## src/rtl/alu_sequencer_if.sv

```systemverilog
// Bundles the control-unit request/response handshake and the ALU drive/return
// lines of the ALU sequencer. The sequencer connects through slave; the control
// side and the ALU connect through master.
interface alu_sequencer_if #(
    parameter int OP_W = 3
);
    logic            start;
    logic [OP_W-1:0] op;
    logic [7:0]      opa;
    logic [7:0]      opb;
    logic            dst_sel;
    logic            busy;
    logic            done;
    logic            err;
    logic [7:0]      result_hi;
    logic [7:0]      result_lo;
    logic [7:0]      alu_x;
    logic [7:0]      alu_y;
    logic [1:0]      alu_op;
    logic            alu_en;
    logic            alu_rs;
    logic [7:0]      alu_r;
    logic [7:0]      alu_s;

    modport slave (
        input  start, op, opa, opb, dst_sel, alu_r, alu_s,
        output busy, done, err, result_hi, result_lo,
               alu_x, alu_y, alu_op, alu_en, alu_rs
    );

    modport master (
        output start, op, opa, opb, dst_sel, alu_r, alu_s,
        input  busy, done, err, result_hi, result_lo,
               alu_x, alu_y, alu_op, alu_en, alu_rs
    );
endinterface

```

## src/rtl/alu_sequencer.sv

```systemverilog
// Sequences the 8-bit ALU for the control unit: one operation per start/done
// handshake. ADD/SUB/EQL8/EQL5 take a single ALU pass; MUL is an unsigned 8x8
// shift-add multiply built from MUL_ITERS ALU add passes, with the add carry
// recovered by comparing the wrapped sum against the addend.
//
// state   | meaning
// IDLE    | waiting for start; outputs hold, alu_en low
// ISSUE   | ALU driven with operands, alu_en high
// CAPTURE | ALU drive held; ALU result sampled at the closing edge
// DONE    | one-cycle done (and err for an illegal op); results stable
module alu_sequencer #(
    parameter int MUL_ITERS = 8,
    parameter int OP_W      = 3
) (
    input  logic           clk,
    input  logic           rst_n,
    alu_sequencer_if.slave bus
);

    typedef enum logic [1:0] {IDLE, ISSUE, CAPTURE, DONE} state_t;

    state_t     state;
    logic       is_mul;
    logic [7:0] opa_q;
    logic [7:0] acc_hi;
    logic [7:0] acc_lo;
    logic [2:0] iter;

    logic [7:0] sample;
    logic       carry;
    logic [7:0] nxt_hi;
    logic [7:0] nxt_lo;
    logic       last_pass;

    // ALU sample and next multiply accumulator ({carry,sum,acc_lo} shifted right by one)
    always_comb begin
        sample    = bus.alu_rs ? bus.alu_s : bus.alu_r;
        carry     = (sample < acc_hi);
        nxt_hi    = {carry, sample[7:1]};
        nxt_lo    = {sample[0], acc_lo[7:1]};
        last_pass = (iter == 3'(MUL_ITERS - 1));
    end

    // Sequencer FSM; every output is registered and set on the edge entering its state
    always_ff @(posedge clk or negedge rst_n) begin
        if (!rst_n) begin
            state         <= IDLE;
            is_mul        <= 1'b0;
            opa_q         <= '0;
            acc_hi        <= '0;
            acc_lo        <= '0;
            iter          <= '0;
            bus.busy      <= 1'b0;
            bus.done      <= 1'b0;
            bus.err       <= 1'b0;
            bus.result_hi <= '0;
            bus.result_lo <= '0;
            bus.alu_x     <= '0;
            bus.alu_y     <= '0;
            bus.alu_op    <= '0;
            bus.alu_en    <= 1'b0;
            bus.alu_rs    <= 1'b0;
        end else begin
            bus.done <= 1'b0;
            bus.err  <= 1'b0;
            case (state)
                IDLE: begin
                    if (bus.start) begin
                        bus.busy      <= 1'b1;
                        bus.result_hi <= '0;
                        bus.result_lo <= '0;
                        if (bus.op >= OP_W'(5)) begin
                            state    <= DONE;
                            bus.done <= 1'b1;
                            bus.err  <= 1'b1;
                        end else if (bus.op == OP_W'(4)) begin
                            state      <= ISSUE;
                            is_mul     <= 1'b1;
                            opa_q      <= bus.opa;
                            acc_hi     <= '0;
                            acc_lo     <= bus.opb;
                            iter       <= '0;
                            bus.alu_en <= 1'b1;
                            bus.alu_x  <= '0;
                            bus.alu_y  <= bus.opb[0] ? bus.opa : 8'd0;
                            bus.alu_op <= 2'd0;
                            bus.alu_rs <= 1'b0;
                        end else begin
                            state      <= ISSUE;
                            is_mul     <= 1'b0;
                            bus.alu_en <= 1'b1;
                            bus.alu_x  <= bus.opa;
                            bus.alu_y  <= bus.opb;
                            bus.alu_op <= bus.op[1:0];
                            bus.alu_rs <= bus.dst_sel;
                        end
                    end
                end
                ISSUE: begin
                    state <= CAPTURE;
                end
                CAPTURE: begin
                    if (!is_mul) begin
                        bus.result_lo <= sample;
                        bus.result_hi <= '0;
                        bus.alu_en    <= 1'b0;
                        bus.done      <= 1'b1;
                        state         <= DONE;
                    end else begin
                        acc_hi <= nxt_hi;
                        acc_lo <= nxt_lo;
                        iter   <= iter + 3'd1;
                        if (last_pass) begin
                            bus.result_hi <= nxt_hi;
                            bus.result_lo <= nxt_lo;
                            bus.alu_en    <= 1'b0;
                            bus.done      <= 1'b1;
                            state         <= DONE;
                        end else begin
                            bus.alu_x <= nxt_hi;
                            bus.alu_y <= nxt_lo[0] ? opa_q : 8'd0;
                            state     <= ISSUE;
                        end
                    end
                end
                DONE: begin
                    bus.busy <= 1'b0;
                    state    <= IDLE;
                end
                default: state <= IDLE;
            endcase
        end
    end

endmodule

```

## src/flat_wrapper.sv

```systemverilog
// flat-port wrapper written by rule: the top's interface ports become plain ports
module alu_sequencer_flat 
#(
    parameter int MUL_ITERS = 8,
    parameter int OP_W      = 3
)
  (clk, rst_n, bus_start, bus_op, bus_opa, bus_opb, bus_dst_sel, bus_alu_r, bus_alu_s, bus_busy, bus_done, bus_err, bus_result_hi, bus_result_lo, bus_alu_x, bus_alu_y, bus_alu_op, bus_alu_en, bus_alu_rs);
  alu_sequencer_if #(.OP_W(OP_W)) bus_i ();
  input  logic clk;
  input  logic rst_n;
  input wire logic [$bits(bus_i.start)-1:0] bus_start;
  input wire logic [$bits(bus_i.op)-1:0] bus_op;
  input wire logic [$bits(bus_i.opa)-1:0] bus_opa;
  input wire logic [$bits(bus_i.opb)-1:0] bus_opb;
  input wire logic [$bits(bus_i.dst_sel)-1:0] bus_dst_sel;
  input wire logic [$bits(bus_i.alu_r)-1:0] bus_alu_r;
  input wire logic [$bits(bus_i.alu_s)-1:0] bus_alu_s;
  output wire logic [$bits(bus_i.busy)-1:0] bus_busy;
  output wire logic [$bits(bus_i.done)-1:0] bus_done;
  output wire logic [$bits(bus_i.err)-1:0] bus_err;
  output wire logic [$bits(bus_i.result_hi)-1:0] bus_result_hi;
  output wire logic [$bits(bus_i.result_lo)-1:0] bus_result_lo;
  output wire logic [$bits(bus_i.alu_x)-1:0] bus_alu_x;
  output wire logic [$bits(bus_i.alu_y)-1:0] bus_alu_y;
  output wire logic [$bits(bus_i.alu_op)-1:0] bus_alu_op;
  output wire logic [$bits(bus_i.alu_en)-1:0] bus_alu_en;
  output wire logic [$bits(bus_i.alu_rs)-1:0] bus_alu_rs;
  assign bus_i.start = bus_start;
  assign bus_i.op = bus_op;
  assign bus_i.opa = bus_opa;
  assign bus_i.opb = bus_opb;
  assign bus_i.dst_sel = bus_dst_sel;
  assign bus_i.alu_r = bus_alu_r;
  assign bus_i.alu_s = bus_alu_s;
  assign bus_busy = bus_i.busy;
  assign bus_done = bus_i.done;
  assign bus_err = bus_i.err;
  assign bus_result_hi = bus_i.result_hi;
  assign bus_result_lo = bus_i.result_lo;
  assign bus_alu_x = bus_i.alu_x;
  assign bus_alu_y = bus_i.alu_y;
  assign bus_alu_op = bus_i.alu_op;
  assign bus_alu_en = bus_i.alu_en;
  assign bus_alu_rs = bus_i.alu_rs;
  alu_sequencer #(.MUL_ITERS(MUL_ITERS), .OP_W(OP_W)) u_core (.clk(clk), .rst_n(rst_n), .bus(bus_i));
endmodule
```

## config.mk

```make
export PLATFORM = sky130hd
export DESIGN_NAME = alu_sequencer_flat
export DESIGN_NICKNAME = d
export VERILOG_FILES = /design/src/rtl/alu_sequencer_if.sv /design/src/rtl/alu_sequencer.sv /design/src/flat_wrapper.sv
export SDC_FILE = /design/constraint.sdc
export NUM_CORES = 1
export LEC_CHECK = 0
export ABC_CLOCK_PERIOD_IN_PS = 6020
export CAP_MARGIN = 20
export CORE_MARGIN = 2
export CORE_UTILIZATION = 54
export DETAILED_ROUTE_END_ITERATION = 6
export PLACE_DENSITY = 0.82
export SYNTH_ARGS = -nofsm -noshare
export SYNTH_HDL_FRONTEND = slang
export SYNTH_SLANG_ARGS = --single-unit
```

## constraint.sdc

```tcl
create_clock -name clk -period 6.02 [get_ports clk]
set_clock_uncertainty 0.05 [all_clocks]
set_input_delay 1.204 -clock clk [delete_from_list [all_inputs] [get_ports clk]]
set_output_delay 1.204 -clock clk [all_outputs]
set_load 0.01 [all_outputs]
```

# Word-level counts from Yosys, hierarchy flattened
# Cells that the tools add are included.
# classes
reduce_logical,10
add_sub_neg,1
bitwise_logic,1
eq_ne,11
n_lt_le_gt_ge,2
n_mux,58
# op_table
cell,n
two-way mux 8 bit,26
one-hot mux 8 bit (2 select lines),6
two-way mux 1 bit,12
two-way mux 3 bit,4
two-way mux 2 bit,5
AND reduction 5 bit,2
less-than comparator 8 bit,1
one-hot mux 2 bit (4 select lines),1
AND reduction 4 bit,2
== test 3 bit (second input constant),2
!= test 2 bit (second input constant),3
one-hot mux 1 bit (2 select lines),3
one-hot mux 3 bit (2 select lines),1
AND reduction 3 bit,2
== test 2 bit (second input constant),2
!= test 2 x 1 -> 1 bit (second input constant),2
nonzero test 2 bit,2
adder 3 x 1 -> 3 bit (second input constant),1
>= comparator 3 bit (second input constant),1
!= test 3 bit (second input constant),1
== test 2 x 1 -> 1 bit (second input constant),1
logical NOT 2 bit,1
AND reduction 2 bit,1
NOT 1 bit,1
# totals
regBits,69
elab_cells,99
in_bits,39
out_inout_bits,39

# Logic depth before layout (Yosys ltp)
# Gate-level depths: netlist (run 1).
# depth
word_depth,5
depth_mapped,8
mapped_depth_nobuf,7

# Least setup slack after synthesis (run 1)
# No wires, ideal clock.
# synth_timing
path_type,input port to flip-flop
startpoint,input bus_alu_s[5]
endpoint,register u_core.bus.result_hi[7]
n_path_buf,0
t_arrival_ns,2.559
path_stages,7
slack_ns,3.319
t_required_ns,5.878
setup_ns,0.092
cell_sequence,mux2i_1 inv_1 ha_1 a211oi_1 o211ai_1 or3_4 o31ai_2
# synth_between
elab_chain_len,5
# synth_rtl
item,line_no,rtl
"start, declared",flat_wrapper.sv:17,input wire logic [$bits(bus_i.alu_s)-1:0] bus_alu_s;
two-way mux 8 bit,alu_sequencer.sv:37,sample = bus.alu_rs ? bus.alu_s : bus.alu_r;
less-than comparator 8 bit,alu_sequencer.sv:38,carry = (sample < acc_hi);
two-way mux 8 bit,alu_sequencer.sv:113,if (last_pass) begin
two-way mux 8 bit,alu_sequencer.sv:103,if (!is_mul) begin
one-hot mux 8 bit (2 select lines),alu_sequencer.sv:66,case (state)
"end signal, assigned",alu_sequencer.sv:114,bus.result_hi <= nxt_hi;
"end, declared",alu_sequencer_if.sv:27,"output busy, done, err, result_hi, result_lo,"
# Every way passes these cells. The select of a mux whose other input is x is not followed.
# A chain may end at the register's enable or synchronous reset.

# Worst setup path after layout (run 1)
# layout_timing
startpoint,input bus_alu_s[7]
endpoint,register u_core.bus.result_hi[7]
# Same word-level chain as after synthesis.

==> results of run 1 <==
-- routing by layer --
metal,share of wire,GRT usage,wire length (um),vias up
met4,0.028,0.1367,231,0
met2,0.48,0.4032,4037,100
li1,-,-,-,1323
met3,0.058,0.05217,486,23
met1,0.43,0.3600,3600,1398
met5,0,0,0,-
-- cells in the final DEF, fill, tap and decap left out, types with 8 or more instances in the layout --
| cell | instances |
|---|---|
| sky130_fd_sc_hd__nand3_1 | 11 |
| sky130_fd_sc_hd__nor2_1 | 33 |
| sky130_fd_sc_hd__nand2_1 | 57 |
| sky130_fd_sc_hd__o21ai_0 | 17 |
| sky130_fd_sc_hd__inv_1 | 18 |
| sky130_fd_sc_hd__clkdlybuf4s50_1 | 76 |
| sky130_fd_sc_hd__clkbuf_8 | 11 |
| sky130_fd_sc_hd__dfrtp_1 | 68 |
| sky130_fd_sc_hd__a21oi_1 | 18 |
| sky130_fd_sc_hd__a22oi_1 | 19 |
| sky130_fd_sc_hd__a31oi_1 | 9 |
| sky130_fd_sc_hd__ha_1 | 9 |
| sky130_fd_sc_hd__nor2b_1 | 8 |
-- cell families after synthesis --
group / count (synthesis)
simple gates: 128
compound gates: 86
flops: 68
buf+inv: 36
mux: 15
fa+ha+maj: 9
-- power breakdown --
group	switching [mW]	internal [mW]
clock network	0.165	0.169
logic	0.487	0.462
registers	0.158	0.659
total	0.810	1.29
-- tightest hold or removal path: stages, from the launching register on --
cell                      delay, ns
sky130_fd_sc_hd__dfrtp_1       0.34
sky130_fd_sc_hd__nand2_1       0.05
sky130_fd_sc_hd__o21ai_0       0.06
-- synth_stat cells, types with 3 or more instances --
cell type,n
sky130_fd_sc_hd__dfrtp_1,68
sky130_fd_sc_hd__nand2_1,57
sky130_fd_sc_hd__nor2_1,33
sky130_fd_sc_hd__a22oi_1,19
sky130_fd_sc_hd__a21oi_1,18
sky130_fd_sc_hd__inv_1,18
sky130_fd_sc_hd__o21ai_0,17
sky130_fd_sc_hd__nand3_1,11
sky130_fd_sc_hd__a31oi_1,9
sky130_fd_sc_hd__ha_1,9
sky130_fd_sc_hd__nor2b_1,8
sky130_fd_sc_hd__a21o_1,7
sky130_fd_sc_hd__and3_1,7
sky130_fd_sc_hd__buf_2,7
sky130_fd_sc_hd__mux2_2,7
sky130_fd_sc_hd__mux2i_1,7
sky130_fd_sc_hd__buf_4,5
sky130_fd_sc_hd__clkbuf_1,4
sky130_fd_sc_hd__o21ai_1,3
-- state kept, by name (all words and copies together), names as in the netlist --
signal                flops
u_core.acc_hi             8
u_core.acc_lo             7
u_core.bus.alu_en         1
u_core.bus.alu_op         2
u_core.bus.alu_rs         1
u_core.bus.alu_x          8
u_core.bus.alu_y          8
u_core.bus.busy           1
u_core.bus.done           1
u_core.bus.err            1
u_core.bus.result_hi      8
u_core.bus.result_lo      8
u_core.is_mul             1
u_core.iter               3
u_core.opa_q              8
u_core.state              2
-- layout make-up --
cell class              instances  area share
flip-flops and latches         68      0.3986
well taps                      75     0.02198
multi-input cells             238      0.3376
repair buffers                 80      0.1864
clock buffers                  13     0.03722
inverters                      18     0.01583
clock inverters                 2    0.002345
-- per-stage QoR --
step             util  cell area (um^2)  setup slack [ns]
2_1_floorplan       -              3321             3.319
3_3_place_gp   0.6900              4085             2.705
3_5_place_dp   0.6900              4085             2.643
4_1_cts        0.7185              4254             3.001
5_1_grt        0.7210              4269             2.850
6_report       0.7210              4269             2.983
-- how the worst min path moves through the flow --
stage	from	to	cells after the start
floorplan	u_core.opa_q[0]$_DFFE_PN0P_	u_core.opa_q[0]$_DFFE_PN0P_	2
global placement	u_core.opa_q[6]$_DFFE_PN0P_	u_core.opa_q[6]$_DFFE_PN0P_	2
detailed placement	u_core.opa_q[1]$_DFFE_PN0P_	u_core.opa_q[1]$_DFFE_PN0P_	2
CTS	u_core.opa_q[1]$_DFFE_PN0P_	u_core.opa_q[1]$_DFFE_PN0P_	2
global route	u_core.acc_hi[2]$_DFFE_PN0P_	u_core.acc_hi[2]$_DFFE_PN0P_	1
finish	u_core.bus.result_lo[4]$_DFFE_PN0P_	u_core.bus.result_lo[4]$_DFFE_PN0P_	2
==> flow_summary.yaml, run 1 <==
status:
  status: "complete, no violations"
yosys:
  synth-edff-count: 0
  syn_avg_cell_area_um2: 9.710
  combinational_family_with_the_most_area_after_synthesis: "simple AND/OR/NAND/NOR gates"
  post_synth_and_or_nand_nor_area_fraction: 0.1801
  synth_compound_gate_area_share: 0.1684
  ys_seq_area_frac: 0.5124
  post_synth_xor_area_fraction: 0
  yosysTopAreaCell: "sky130_fd_sc_hd__dfrtp_1"
  post_synth_num_cell_types: 39
  synth_mux_area_frac: 0.05162
  mappedNetlistNets: 390
  synth.ff_latch_count: 68
  ys.flop_type: "sky130_fd_sc_hd__dfrtp_1"
  syn_inst: 342
  synth-adder-area-share: 0.03391
  post_synth_instance_area_um2: 3321
  yosys.area.top_type_share: 0.5124
  ys_top_cells_by_area: "sky130_fd_sc_hd__dfrtp_1 51%, sky130_fd_sc_hd__nand2_1 6.4%, sky130_fd_sc_hd__a22oi_1 4.3%"
  async_flop_share: 1.000
  synthesis.yosys.warnings: 0
worst_setup_path:
  worstPathCellList: "clkdlybuf4s50_1 -> mux2i_1 -> inv_1 -> ha_1 -> nand4_1 -> a211oi_1 -> or3_4 -> o31ai_2"
  rr_endpoint: "u_core.bus.result_hi[7]$_DFFE_PN0P_"
  path_depth: 8
  worst-path-max-fanout: 3
  worstSetupEndpoint: "u_core.bus.result_hi[7]$_DFFE_PN0P_"
  cp-end-kind: "flip-flop"
  critPathSlowestCell: "sky130_fd_sc_hd__or3_4"
  rrSetupSlack_ns: 3.45
  arrival_worst_endpoint_ns: 3.25
  worstPathRequired_ns: 6.23
  cp_launch_point: "bus_alu_s[7]"
  worst_setup_path_start_kind: "input port"
  timing.reg2reg.worst_path_depth: 7
  cp_top_family: "simple AND/OR/NAND/NOR gates"
  worstReg2RegStart: "u_core.bus.alu_rs$_DFFE_PN0P_"
  cp.buffers_inverters: 2
  critical_path.max_stage_delay_ns: 0.42
  timing.setup.critical_path_class: "input port to flip-flop"
cells_and_area:
  instances_no_fill: 494
  area_delta_synth_final_pct: 28.56
  fillerInstances: 462
  drive_gt1_frac: 0.08115
  multi_input_area_um2: 1441
  seqCellArea_um2: 1702
  final_net_count: 463
  antenna-diode-count: 0
global_route:
  grt_max_degree: 69
  globalRoute.totalOverflow: 0
  grt_pass1_wl_um: 13180
  grt_util_all_layers: 0.2650
  antenna_violations_before_repair: 0
  grt_pass1_vias: 2637
die:
  die_area_um2: 6793
  placementRows: 28
  die_x_um: 82.42
  initial_utilization: 0.5609
  floorplan.core_area_um2: 5921
  dieHeight_um: 82.42
  top_level_ports: 78
drt:
  drt_first_pass_iters: 5
  drtIter0Drc: 243
  detail_route.drc_violations: 0
  via_total_after_detailed_routing: 2844
  postRouteAntennaNets: 0
  routed_wl_um: 8356
  viasPerCell: 5.757
  post_drt_wl_per_cell_um: 16.91
hold_path:
  hold_path.class: "flip-flop to flip-flop"
power:
  vdd_ir_drop_max_mv: 0.2497
  p_per_area_nw_per_um2: 491.9
  finalPower_mw: 2.100
  power.leakage_nw: 1.986
sta:
  maxSlewViolCount: 0
  maxClockFrequency_mhz: 329.3
  setup_tns_ns: 0
  max_slew_margin: 0.3824
  finalCritPeriodShare: 0.5044
  hold_viol: 0
  clock_period_minus_worst_slack_ns: 3.037
  worst-slew-pin-transition_ns: 0.9264
  timing.hold.ws_ns: 0.4317
  grt_setup_unrepaired: "no"
  setup_viol: 0
clocking:
  post_cts_buffers: 0
  cts_hold_repair.buffers: 0
  worst_skew_pair.late_latency_ns: 0.34
  clk_pin_slew_worst_paths_ns: 0.07
  cts_tree: "yes"
  cts.sinks: 68
  cts_htree_levels: 3
  cts_resized: 0
  cts.path.max_buffers: 2
  cts-buffers-inserted: 9
  clock-root-buffer: "sky130_fd_sc_hd__clkbuf_8"
run:
  cap_violations: 0
placed_design:
  dp.final_hpwl_um: 6074
  dp_cells: 478
  port_buffers: 77
  gpl.final_weighted_congestion: 0.8795
(Power assumes the default switching activity.)
==> inputs of run 2 (changes only) <==
Settings changed: ABC_CLOCK_PERIOD_IN_PS 6020 to 2600, CORE_UTILIZATION 54 to 45, PLACE_DENSITY 0.82 to 0.72.
Clock period 6.02 ns to 2.6 ns, I/O delays scaled along.
==> run 2 against run 1 <==
  * Largest power group unchanged
  * Clock power increased by 140%
  * Cell area increased by 3.1%
  * Count of clock-buffer cells in the layout decreased by 1
  * Setup slack got worse by 2.8 ns
  * Register-to-register slack got worse by 3.3 ns
  * Highest routed layer unchanged
==> flow_summary.yaml, run 2 (synthesized netlist as in run 1, its figures left out) <==
placed_design:
  dp.final_hpwl_um: 6217
  dp_cells: 512
  detailed_place.area_um2: 4215
  gpl.final_weighted_congestion: 0.8906
  port_buffers: 77
power:
  p_per_area_nw_per_um2: 1120
  vdd_ir_drop_max_mv: 0.5062
  finalPower_mw: 4.930
  power.leakage_nw: 2.043
drt:
  post_drt_wl_per_cell_um: 15.72
  postRouteAntennaNets: 0
  detail_route.drc_violations: 0
  drt_first_pass_iters: 5
  viasPerCell: 5.297
  routed_wl_um: 8299
  via_total_after_detailed_routing: 2797
  drtIter0Drc: 272
sta:
  clock_period_minus_worst_slack_ns: 2.406
  max_slew_margin: 0.4011
  grt_setup_unrepaired: "no"
  finalCritPeriodShare: 0.9253
  setup_tns_ns: 0
  hold_viol: 0
  setup_viol: 0
  timing.hold.ws_ns: 0.1411
  worst-slew-pin-transition_ns: 0.8983
  maxClockFrequency_mhz: 415.7
  maxSlewViolCount: 0
cells_and_area:
  fillerInstances: 607
  final_net_count: 472
  postLayoutCellArea_um2: 4403
  drive_gt1_frac: 0.1072
  most-common-layout-cells: "76 x sky130_fd_sc_hd__clkdlybuf4s50_1, 68 x sky130_fd_sc_hd__dfrtp_1, 57 x sky130_fd_sc_hd__nand2_1"
  antenna-diode-count: 0
  instances_no_fill: 528
  most_common_cell_after_layout_fill_and_taps_aside: "sky130_fd_sc_hd__clkdlybuf4s50_1"
  area_delta_synth_final_pct: 32.59
die:
  floorplan.core_area_um2: 7214
  initial_utilization: 0.4603
  die_x_um: 89.90
  top_level_ports: 78
  dieHeight_um: 89.90
  placementRows: 31
  die_area_um2: 8082
clocking:
  cts.path.max_buffers: 2
  cts.sinks: 68
  cts_htree_levels: 3
  clk_pin_slew_worst_paths_ns: 0.07
  clock-root-buffer: "sky130_fd_sc_hd__clkbuf_8"
  cts_tree: "yes"
  post_cts_buffers: 0
  cts_resized: 0
  worst_skew_pair.late_latency_ns: 0.34
  cts_hold_repair.buffers: 0
  cts-buffers-inserted: 9
run:
  cap_violations: 0
worst_setup_path:
  worstPathRequired_ns: 2.77
  timing.setup.critical_path_class: "flip-flop to flip-flop"
  arrival_worst_endpoint_ns: 2.58
  timing.reg2reg.worst_path_depth: 5
  rr_endpoint: "u_core.bus.result_hi[5]$_DFFE_PN0P_"
  rrSetupSlack_ns: 0.19
  worst-path-max-fanout: 17
  worst_setup_path_start_kind: "flip-flop"
  worstReg2RegStart: "u_core.iter[0]$_DFFE_PN0P_"
  cp-end-kind: "flip-flop"
global_route:
  globalRoute.totalOverflow: 0
  antenna_violations_before_repair: 0
  grt_pass1_wl_um: 13570
  grt_max_degree: 69
  grt_pass1_vias: 2713
  grt_util_all_layers: 0.2126
status:
  status: "complete, no violations"
hold_path:
  hold_path.class: "input port to async pin"
[run 2: cell count changes in the layout (fill, tap and decap cells not counted), sizes merged]
cell      change
clkinv        +1
clkbuf        -1
buf           +9
clkinvlp      +1
[run 2: layout make-up]
cell class                      instances  area (um^2)  share of cell area
Clock buffer                           12        165.2             0.03751
Inverter                               18        67.56             0.01535
Sequential cell                        68         1702              0.3865
Clock inverter                          4        22.52            0.005115
Timing Repair Buffer                   89        880.8              0.2001
Multi-Input combinational cell        238         1441              0.3274
Tap cell                               99        123.9             0.02813
[run 2: critical path: stages (launching register included)]
cell and delay [ns]:
sky130_fd_sc_hd__dfrtp_1 0.40, sky130_fd_sc_hd__ha_1 0.21, sky130_fd_sc_hd__ha_1 0.26, sky130_fd_sc_hd__nand2b_1 0.22
sky130_fd_sc_hd__a21oi_2 0.74, sky130_fd_sc_hd__mux2_2 0.42
[run 2: metrics by stage]
step           setup slack [ns]  utilization
6_report                 0.1942       0.6103
5_1_grt                 0.04191       0.6103
4_1_cts                  0.2049       0.6103
3_5_place_dp            0.02651       0.5843
3_3_place_gp            0.07611       0.5843
2_1_floorplan            0.4488            -
[run 2: worst max-delay path by stage]
| stage | endpoint | slack [ns] | cells past startpoint | from |
|---|---|---|---|---|
| 2_1_floorplan | u_core.bus.result_hi[7]$_DFFE_PN0P_ | 0.45 | 8 | u_core.bus.alu_rs$_DFFE_PN0P_ |
| 3_3_place_gp | u_core.bus.result_hi[7]$_DFFE_PN0P_ | 0.08 | 8 | bus_alu_s[5] |
| 3_5_place_dp | u_core.bus.result_hi[7]$_DFFE_PN0P_ | 0.03 | 8 | bus_alu_s[5] |
| 4_1_cts | u_core.bus.result_hi[5]$_DFFE_PN0P_ | 0.20 | 5 | u_core.iter[0]$_DFFE_PN0P_ |
| 5_1_grt | u_core.bus.result_hi[7]$_DFFE_PN0P_ | 0.04 | 8 | u_core.bus.alu_rs$_DFFE_PN0P_ |
| 6_report | u_core.bus.result_hi[5]$_DFFE_PN0P_ | 0.19 | 5 | u_core.iter[0]$_DFFE_PN0P_ |
[run 2: metal layers]
layer  wire [um]  track usage  share of wire  vias up
met5           0            0              0        -
met4         183       0.1103          0.022        0
met3         474      0.03353          0.057       19
met2        3868       0.3232           0.47      115
met1        3772       0.2960           0.45     1314
li1            -            -              -     1349
[run 2: power breakdown]
part	internal [mW]	leakage (nW)	total (mW)	switching (mW)
Sequential	1.53	0.847	1.88	0.355
Combinational	1.12	1.10	2.24	1.13
Clock	0.420	0.0982	0.806	0.387
